[config.mk]
export PLATFORM = sky130hd
export DESIGN_NAME = i2c_target
export DESIGN_NICKNAME = d
export VERILOG_FILES = /design/src/rtl/i2c_pkg.sv /design/src/rtl/i2c_line_sync.sv /design/src/rtl/i2c_target.sv
export SDC_FILE = /design/constraint.sdc
export NUM_CORES = 1
export LEC_CHECK = 0
export CORE_MARGIN = 1.5
export CORE_UTILIZATION = 35
export DETAILED_ROUTE_END_ITERATION = 16
export PLACE_DENSITY = 0.54
export SYNTH_ARGS = -nofsm -noshare
export SYNTH_HDL_FRONTEND = slang
export SYNTH_SLANG_ARGS = --single-unit
[constraint.sdc]
create_clock -name clk -period 2.3 [get_ports clk]
set_input_delay 0.69 -clock clk [delete_from_list [all_inputs] [get_ports clk]]
set_output_delay 0.69 -clock clk [all_outputs]
set_load 0.02 [all_outputs]
[src/rtl/i2c_pkg.sv]
// i2c_pkg: bus constants and one-hot FSM encoding shared by the I2C initiator and target
package i2c_pkg;
    typedef enum logic [7:0] {
        IDLE     = 8'h01,
        ADDR     = 8'h02,
        ADDR_ACK = 8'h04,
        WR_BYTE  = 8'h08,
        WR_ACK   = 8'h10,
        RD_BYTE  = 8'h20,
        RD_ACK   = 8'h40,
        IGNORE   = 8'h80
    } i2c_state_e;
    localparam logic I2C_ACK  = 1'b0;
    localparam logic I2C_NACK = 1'b1;
    localparam logic RW_WRITE = 1'b0;
    localparam logic RW_READ  = 1'b1;
endpackage

[src/rtl/i2c_line_sync.sv]
// i2c_line_sync: SCL/SDA synchronizers with SCL edge, START and STOP detection
module i2c_line_sync #(
    parameter int SYNC_STAGES = 2
) (
    input  logic clk,
    input  logic RESET,
    input  logic scl,
    input  logic sda,
    output logic scl_s,
    output logic sda_s,
    output logic scl_rise,
    output logic scl_fall,
    output logic start_det,
    output logic stop_det
);
    logic [SYNC_STAGES-1:0] scl_q, sda_q;
    logic scl_d, sda_d;
    always_ff @(posedge clk or negedge RESET) begin
        if (!RESET) begin
            scl_q <= '1;
            sda_q <= '1;
            scl_d <= 1'b1;
            sda_d <= 1'b1;
        end else begin
            scl_q <= {scl_q[SYNC_STAGES-2:0], scl};
            sda_q <= {sda_q[SYNC_STAGES-2:0], sda};
            scl_d <= scl_s;
            sda_d <= sda_s;
        end
    end
    assign scl_s     = scl_q[SYNC_STAGES-1];
    assign sda_s     = sda_q[SYNC_STAGES-1];
    assign scl_rise  = scl_s & ~scl_d;
    assign scl_fall  = ~scl_s & scl_d;
    // SCL must be high on both samples so a data change racing an SCL edge is not taken as a condition
    assign start_det = scl_s & scl_d & sda_d & ~sda_s;
    assign stop_det  = scl_s & scl_d & ~sda_d & sda_s;
endmodule

[src/rtl/i2c_target.sv]
// i2c_target: 7-bit address I2C target exchanging a fixed 16-bit word (MSB byte first)
module i2c_target
    import i2c_pkg::*;
#(
    parameter logic [6:0] TARGET_ADDR = 7'h2A,
    parameter int         SYNC_STAGES = 2
) (
    input  logic        clk,
    input  logic        RESET,
    input  logic        SCL,
    input  logic        SDA_IN,
    output logic        SDA_OUT,
    output logic        SDA_OE,
    input  logic [15:0] TX_DATA,
    output logic [15:0] RX_DATA,
    output logic        RX_VALID,
    output logic        BUSY
);
    i2c_state_e state, state_n;
    logic scl_s, sda_s, scl_rise, scl_fall, start_det, stop_det;
    logic [2:0] bit_cnt;
    logic [1:0] byte_cnt, byte_inc;
    logic [7:0] shreg, rx_hi;
    logic [15:0] tx_sh;
    logic rw, m_ack, got_rise;
    logic in_ack, shifting, byte_end, ack_end, addr_hit;

    i2c_line_sync #(.SYNC_STAGES(SYNC_STAGES)) u_sync (
        .clk(clk),
        .RESET(RESET),
        .scl(SCL),
        .sda(SDA_IN),
        .scl_s(scl_s),
        .sda_s(sda_s),
        .scl_rise(scl_rise),
        .scl_fall(scl_fall),
        .start_det(start_det),
        .stop_det(stop_det)
    );

    assign in_ack   = state inside {ADDR_ACK, WR_ACK, RD_ACK};
    assign shifting = state inside {ADDR, WR_BYTE, RD_BYTE};
    assign byte_end = scl_rise && bit_cnt == 3'd7;
    // ack phases span two falls: the first drives the ACK slot, the one after the 9th rise leaves it
    assign ack_end  = scl_fall && got_rise;
    assign addr_hit = shreg[6:0] == TARGET_ADDR;
    assign byte_inc = byte_cnt + {1'b0, byte_cnt != 2'd2};

    always_ff @(posedge clk or negedge RESET) begin
        if (!RESET) state <= IDLE;
        else state <= state_n;
    end

    always_comb begin
        state_n = state;
        if (stop_det) state_n = IDLE;
        else if (start_det) state_n = ADDR;
        else case (state)
            ADDR:     if (byte_end) state_n = addr_hit ? ADDR_ACK : IGNORE;
            ADDR_ACK: if (ack_end) state_n = rw == RW_READ ? RD_BYTE : WR_BYTE;
            WR_BYTE:  if (byte_end) state_n = WR_ACK;
            WR_ACK:   if (ack_end) state_n = WR_BYTE;
            RD_BYTE:  if (scl_fall && bit_cnt == 3'd0) state_n = RD_ACK;
            RD_ACK:   if (ack_end) state_n = m_ack == I2C_ACK ? RD_BYTE : IGNORE;
            default:  state_n = state;
        endcase
    end

    always_ff @(posedge clk or negedge RESET) begin
        if (!RESET) begin
            SDA_OUT  <= 1'b1;
            SDA_OE   <= 1'b0;
            RX_DATA  <= 16'h0000;
            RX_VALID <= 1'b0;
            BUSY     <= 1'b0;
            bit_cnt  <= 3'd0;
            byte_cnt <= 2'd0;
            shreg    <= 8'h00;
            rx_hi    <= 8'h00;
            tx_sh    <= 16'hFFFF;
            rw       <= RW_WRITE;
            m_ack    <= I2C_NACK;
            got_rise <= 1'b0;
        end else begin
            RX_VALID <= 1'b0;
            if (stop_det || start_det) begin
                SDA_OUT  <= 1'b1;
                SDA_OE   <= 1'b0;
                BUSY     <= 1'b0;
                bit_cnt  <= 3'd0;
                byte_cnt <= 2'd0;
                got_rise <= 1'b0;
            end else begin
                got_rise <= scl_fall ? 1'b0 : (scl_rise && in_ack) ? 1'b1 : got_rise;
                if (scl_rise && shifting) begin
                    bit_cnt <= bit_cnt + 3'd1;
                    shreg   <= {shreg[6:0], sda_s};
                end
                if (byte_end && state == ADDR) begin
                    rw   <= sda_s;
                    BUSY <= addr_hit;
                end
                if (state == RD_ACK && scl_s) m_ack <= sda_s;
                if (scl_fall) case (state)
                    ADDR_ACK: begin
                        SDA_OE  <= !got_rise || rw == RW_READ;
                        SDA_OUT <= !got_rise ? I2C_ACK : rw == RW_READ ? TX_DATA[15] : 1'b1;
                        if (got_rise) tx_sh <= {TX_DATA[14:0], 1'b1};
                    end
                    WR_ACK: begin
                        SDA_OE  <= !got_rise && byte_cnt != 2'd2;
                        SDA_OUT <= got_rise || byte_cnt == 2'd2;
                        if (got_rise) begin
                            byte_cnt <= byte_inc;
                            if (byte_cnt == 2'd0) rx_hi <= shreg;
                            if (byte_cnt == 2'd1) begin
                                RX_DATA  <= {rx_hi, shreg};
                                RX_VALID <= 1'b1;
                            end
                        end
                    end
                    RD_BYTE: begin
                        SDA_OUT <= bit_cnt == 3'd0 ? 1'b1 : tx_sh[15];
                        if (bit_cnt == 3'd0) begin
                            SDA_OE   <= 1'b0;
                            byte_cnt <= byte_inc;
                        end else tx_sh <= {tx_sh[14:0], 1'b1};
                    end
                    RD_ACK: if (got_rise && m_ack == I2C_ACK) begin
                        // past the second byte the word is exhausted: keep SDA released (reads as 8'hFF)
                        SDA_OE  <= byte_cnt != 2'd2;
                        SDA_OUT <= tx_sh[15];
                        tx_sh   <= {tx_sh[14:0], 1'b1};
                    end
                    default: ;
                endcase
            end
        end
    end
endmodule
Word-level counts from Yosys, hierarchy flattened
Index checks and enable logic that the tools add are counted.
{"block": "classes", "addsub": 2, "mul": 0, "div": 0, "magnitude_cmp": 0, "n_eq_ne": 23, "shift": 0, "muxes": 45, "bitwise_logic": 13, "reduce_logical": 35}
{"cell": "2-to-1 mux 8 bit", "n": 10}
{"cell": "2-to-1 mux 16 bit", "n": 3}
{"cell": "one-hot mux 16 bit (3 select lines)", "n": 1}
{"cell": "one-hot mux 8 bit (6 select lines)", "n": 1}
{"cell": "2-to-1 mux 1 bit", "n": 20}
{"cell": "inequality test 4 bit, second input constant", "n": 5}
{"cell": "nonzero test 3 bit", "n": 5}
{"cell": "AND reduction 5 bit", "n": 2}
{"cell": "logical AND 1 bit", "n": 9}
{"cell": "equality test 8 x 2 -> 1 bit, second input constant", "n": 1}
{"cell": "equality test 8 x 3 -> 1 bit, second input constant", "n": 1}
{"cell": "equality test 8 x 4 -> 1 bit, second input constant", "n": 1}
{"cell": "equality test 8 x 5 -> 1 bit, second input constant", "n": 1}
{"cell": "equality test 8 x 6 -> 1 bit, second input constant", "n": 1}
{"cell": "equality test 8 x 7 -> 1 bit, second input constant", "n": 1}
{"cell": "2-to-1 mux 2 bit", "n": 4}
{"cell": "one-hot mux 1 bit (4 select lines)", "n": 2}
{"cell": "AND reduction 4 bit", "n": 2}
{"cell": "nonzero test 8 bit", "n": 1}
{"cell": "bitwise AND 1 bit", "n": 7}
{"cell": "equality test 7 x 6 -> 1 bit, second input constant", "n": 1}
{"cell": "AND reduction 7 bit", "n": 1}
{"cell": "2-to-1 mux 3 bit", "n": 2}
{"cell": "2-to-1 mux 6 bit", "n": 1}
{"cell": "21 further kinds", "n": 35}
{"block": "word_totals", "reg_bits": 74, "latchBits": 0, "ramBits": 0, "rom_bits": 0, "out_inout_bits": 20, "word_cells": 136, "n_memories": 0}

Longest topological paths before layout
Gate-level depths: netlist of the first run.
{"block": "logic_depth", "word_depth": 7, "depth_mapped": 9, "ltp_nobuf": 7}

Cells and area by module
Synthesis of the first run repeated with hierarchy kept, for this count alone.
{"block": "hier_totals", "hier_cells": 315, "hier_area_um2": 3530.9}
{"module": "i2c_target", "n_inst": 1, "cells_each": 305, "area_per_inst_um2": 3340.7}
{"module": "i2c_line_sync", "n_inst": 1, "cells_each": 10, "area_per_inst_um2": 190.2}

Worst setup path after synthesis of the first run
No wires, ideal clock.
{"block": "synth_path", "kind": "register to register", "startpoint": "register state[1]", "endpoint": "register SDA_OE", "setup_ns": 0.094, "arrival_time_ns": 2.388, "required_ns": 2.206, "setup_slack_ns": -0.181, "stages_incl_launch_ff": 9, "synth_period_minus_slack_ns": 2.481, "path_cell_list": "dfrtp_1 > buf_6 > or4_4 > buf_6 > or4_4 > buf_6 > a311oi_2 > a21oi_1 > a211oi_1"}
{"block": "synth_via", "elab_chain_len": 4, "elab_cells_between_ends": 11, "cone_classes": "6 x eq/ne; 3 x mux; 2 x reduce/logical"}
{"item": "start, declared", "line_no": "i2c_target.sv:19", "source": "i2c_state_e state, state_n;"}
{"item": "start signal, assigned", "line_no": "i2c_target.sv:51", "source": "else state <= state_n;"}
{"item": "equality test 8 x 7 -> 1 bit, or another cell as far along", "line_no": "i2c_target.sv:104", "source": "if (scl_fall) case (state)"}
{"item": "one-hot mux 1 bit (4 select lines)", "line_no": "i2c_target.sv:104"}
{"item": "2-to-1 mux 1 bit", "line_no": "i2c_target.sv:104"}
{"item": "2-to-1 mux 1 bit", "line_no": "i2c_target.sv:86", "source": "if (stop_det || start_det) begin"}
{"item": "end signal, assigned", "line_no": "i2c_target.sv:88", "source": "SDA_OE <= 1'b0;"}
{"item": "end signal, assigned", "line_no": "i2c_target.sv:106", "source": "SDA_OE <= !got_rise || rw == RW_READ;"}
{"item": "end signal, assigned", "line_no": "i2c_target.sv:111", "source": "SDA_OE <= !got_rise && byte_cnt != 2'd2;"}
{"item": "end, declared", "line_no": "i2c_target.sv:13", "source": "output logic SDA_OE,"}
Parallel ways exist; a longest one is shown, timed or not. The select of a mux whose other input is x is not followed.
A chain may end at the register's enable or synchronous reset.

Final worst setup path of the first run
{"block": "layout_path", "startpoint": "register state[1]", "endpoint": "register tx_sh[1]"}
{"block": "layout_via", "elab_chain_len": 3, "elab_cells_between_ends": 9, "cone_classes": "6 x eq/ne; 1 x mux; 2 x reduce/logical"}
{"item": "equality test 8 x 6 -> 1 bit, or another cell as far along", "line_no": "i2c_target.sv:104"}
{"item": "inequality test 2 bit (no line), or another cell as far along"}
{"item": "AND reduction 6 bit (no line)"}
{"item": "end signal, assigned", "line_no": "i2c_target.sv:108", "source": "if (got_rise) tx_sh <= {TX_DATA[14:0], 1'b1};"}
{"item": "end signal, assigned", "line_no": "i2c_target.sv:127", "source": "end else tx_sh <= {tx_sh[14:0], 1'b1};"}
{"item": "end signal, assigned", "line_no": "i2c_target.sv:133", "source": "tx_sh <= {tx_sh[14:0], 1'b1};"}
{"item": "end, declared", "line_no": "i2c_target.sv:24", "source": "logic [15:0] tx_sh;"}
Parallel ways exist; a longest one is shown, timed or not.

==> results of run 1 <==
[worst paths after layout]
kind / from / endpoint / slack, ns
min: RESET / RX_DATA[0]$_DFFE_PN0P_ / 0.35
max: state[1]$_DFFE_PN0P_ / tx_sh[1]$_DFFE_PN1P_ / 0.05
min in group clk: u_sync.scl_q[0]$_DFF_PN1_ / u_sync.scl_q[1]$_DFF_PN1_ / 0.36
max in group asynchronous: RESET / tx_sh[1]$_DFFE_PN1P_ / 1.59
max reg2reg: state[1]$_DFFE_PN0P_ / tx_sh[1]$_DFFE_PN1P_ / 0.05
min reg2reg: u_sync.scl_q[0]$_DFF_PN1_ / u_sync.scl_q[1]$_DFF_PN1_ / 0.36
[registers in the layout, summed over array words and instances, names as in the netlist]
name          flops
RX_VALID          1
u_sync.sda_d      1
RX_DATA          16
state             8
byte_cnt          2
shreg             8
u_sync.scl_q      2
u_sync.sda_q      2
BUSY              1
SDA_OUT           1
m_ack             1
SDA_OE            1
got_rise          1
bit_cnt           3
tx_sh            15
rw                1
u_sync.scl_d      1
rx_hi             8
[cell families after synthesis]
group           count (synthesis)  share of synthesized area, %
flops                          73                          52.6
buf+inv                        31                          4.15
mux                            52                          16.0
simple gates                   86                          13.5
compound gates                 56                          10.4
fa+ha+maj                       6                          2.13
xor+xnor                        5                          1.24
[Yosys cell counts (all sizes together) (3+ instances only)]
library cell	count	area, um2
a31oi	3	18.8
nand2b	5	31.3
mux2	34	383
nor3	6	35.0
inv	9	33.8
a211oi	3	22.5
or4	5	48.8
clkbuf	13	48.8
and3	3	18.8
mux2i	18	180
ha	6	75.1
nor4	3	25.0
a311oi	3	38.8
a21oi	9	45.0
dfstp	24	631
a22o	3	26.3
nand3	8	40.0
nand4	4	25.0
nor2b	8	50.1
nand2	26	97.6
xnor2	3	26.3
buf	9	63.8
nor2	10	37.5
o21ai	24	120
dfrtp	49	1230
[layer usage]
| layer | vias up | routed length (um) | part of all wire (%) | GRT usage, % |
|---|---|---|---|---|
| met3 | 15 | 325 | 4.5 | 2.96 |
| met2 | 59 | 3200 | 45 | 22.2 |
| met4 | 0 | 165 | 2.3 | 7.38 |
| li1 | 1216 | - | - | - |
| met1 | 1202 | 3490 | 49 | 20.6 |
| met5 | - | 0 | 0 | 0 |
[through the flow]
step / hold WS, ns / total power [mW] / util (%) / instance area (um2)
3_5_place_dp: 0.348 / 2.42 / 43.1 / 4220
3_3_place_gp: 0.346 / 2.40 / 43.1 / 4220
4_1_cts: 0.360 / 3.50 / 45.3 / 4430
2_1_floorplan: 0.345 / 2.17 / - / 3560
6_report: 0.349 / 3.47 / 45.6 / 4450
5_1_grt: 0.363 / 3.69 / 45.6 / 4450
[timing repair]
| action | CTS | global route |
|---|---|---|
| setup endpoints to repair | 14 | 13 |
| pin swaps | 0 | 1 |
| hold buffers | 0 | 0 |
| resized for setup | 3 | 4 |
[power groups by stage]
stage | logic [mW] | clock network, mW | registers [mW]
finish | 0.727 | 1.05 | 1.69
global route | 0.821 | 1.14 | 1.73
CTS | 0.714 | 1.09 | 1.69
detailed placement | 0.703 | 0 | 1.72
global placement | 0.689 | 0 | 1.71
floorplan | 0.494 | 0 | 1.68
[critical path, cell delays in order, from the launching register on]
cell     delay (ns)
dfrtp_1        0.38
or4_4          0.56
or4_4          0.54
a221o_1        0.36
buf_12         0.18
nor3_4         0.11
a21oi_1        0.06
[final cells by class]
| class | count | area (um2) |
|---|---|---|
| clock buffers | 9 | 124 |
| inverters | 9 | 33.8 |
| repair buffers | 65 | 618 |
| fillers | 929 | 5320 |
| flip-flops and latches | 73 | 1860 |
| multi-input cells | 205 | 1570 |
| well taps | 133 | 166 |
| clock inverters | 7 | 83.8 |
==> results.md, run 1 <==
- Status: finished clean
- DR iter-0 viols: 111
- Most used DFF post-synth: dfrtp_1
- Initial antenna violation count: 0
- Hold Crit Class: primary input to async pin
- Global-route wire length before repair: 12100 um
- WL/cell: 14.3 um
- Pre-CTS setup slack: -0.0303 ns
- Post-Syn Area: 3530 um2
- Core Area: 9770 um2
- Post-DP HPWL: 4890 um
- P_sw: 1.03 mW
- Slew margin rel.: 69.6%
- Post-synth EDFFs: 0
- Final ANT Viol Nets: 0
- N_diodes: 0
- Vias: 2492
- Gate Count Post-Synth: 309
- Vias/cell: 4.97
- Clock transition at the registers of the reported paths: 0.08 ns
- DIE AREA: 10700 um2
- Synthesized flop and latch total: 73
- Most frequent cells in the layout: dfrtp_1, clkdlybuf4s50_1, mux2_2
- Async SR Flop Fraction: 100%
- Area Growth Syn to Fin: 26.2%
- Die Wd: 103 um
- Startpoint types: flop
- Root Driver: clkbuf_8
- I/O Buffers: 39
- PwrDens: 778 nW/um2
- Maxcap violations: 0
- Final clock skew: 0.0134 ns
- DP Cell Count: 485
- LEAKAGE: 2.06 nW
- RSZ-0062 raised after global routing: yes
- Final WL: 7180 um
- CP Class: flop to flop
- I/O pins: 40
- Fin cells: 501
- Post-synthesis sequential area ratio: 52.6%
- Clock share of power: 30.2%
- Vias in the first global route: 2463
- Routability cong.: 0.856
- Row cnt: 36
- Synth Net Count: 335
- Total CTS buffers: 9
- First-pass DRT Iterations: 4
- Worst Path Max Fanout: 30
- Element type at the critical path end: flop
- CP Data Arrival Time: 2.52 ns
- Fin crit share: 97.8%
- Required @ worst endpoint: 2.57 ns
- Fin. Hold Viols: 0
- DRC viols: 0
- Die Ht: 103 um
- Post-layout min period: 2.25 ns
- Combinational Power Share: 21.0%
- Sequential share of power: 48.8%
- Net Sw Frac: 29.7%
- Worst-Skew Late Latency: 0.35 ns
- CTS H-tree depth: 3
- CTS tree: done
- Max Clock Freq: 445 MHz
- Pin slew with the least headroom to its limit: 0.452 ns
- Clk sinks: 73
- Clock Tree Buf Depth: 2
- Final setup violating endpoints: 0
- Layout cell share with drive strength beyond 1: 30.2%
- Synth warn: 0
- Peak supply drop: 0.342 mV
- Largest net degree at the start of global routing: 74
- Setup_tns: 0 ns
- Internal power contribution: 2.44 mW
- Initial core utilization: 36.1%
- Nets: 389
- Final setup margin: 0.0503 ns
- Reg2reg path depth: 6
- Syn_area_per_cell: 11.4 um2
- Overall global routing resource usage: 14.8%
- Postcts setup bufs: 0
- Most common cell after layout, fill and taps aside: dfrtp_1
- Grt total ovfl: 0
- Final Max Tran Viols: 0
- Yosys cell types: 47
No activity file was read; power rests on OpenSTA's default activity.
==> run 2: changes to the inputs <==
Settings changed: HOLD_SLACK_MARGIN set to 0.02.
==> results of run 2 <==
The final DEF is identical to that of run 1; final timing and power are the same.
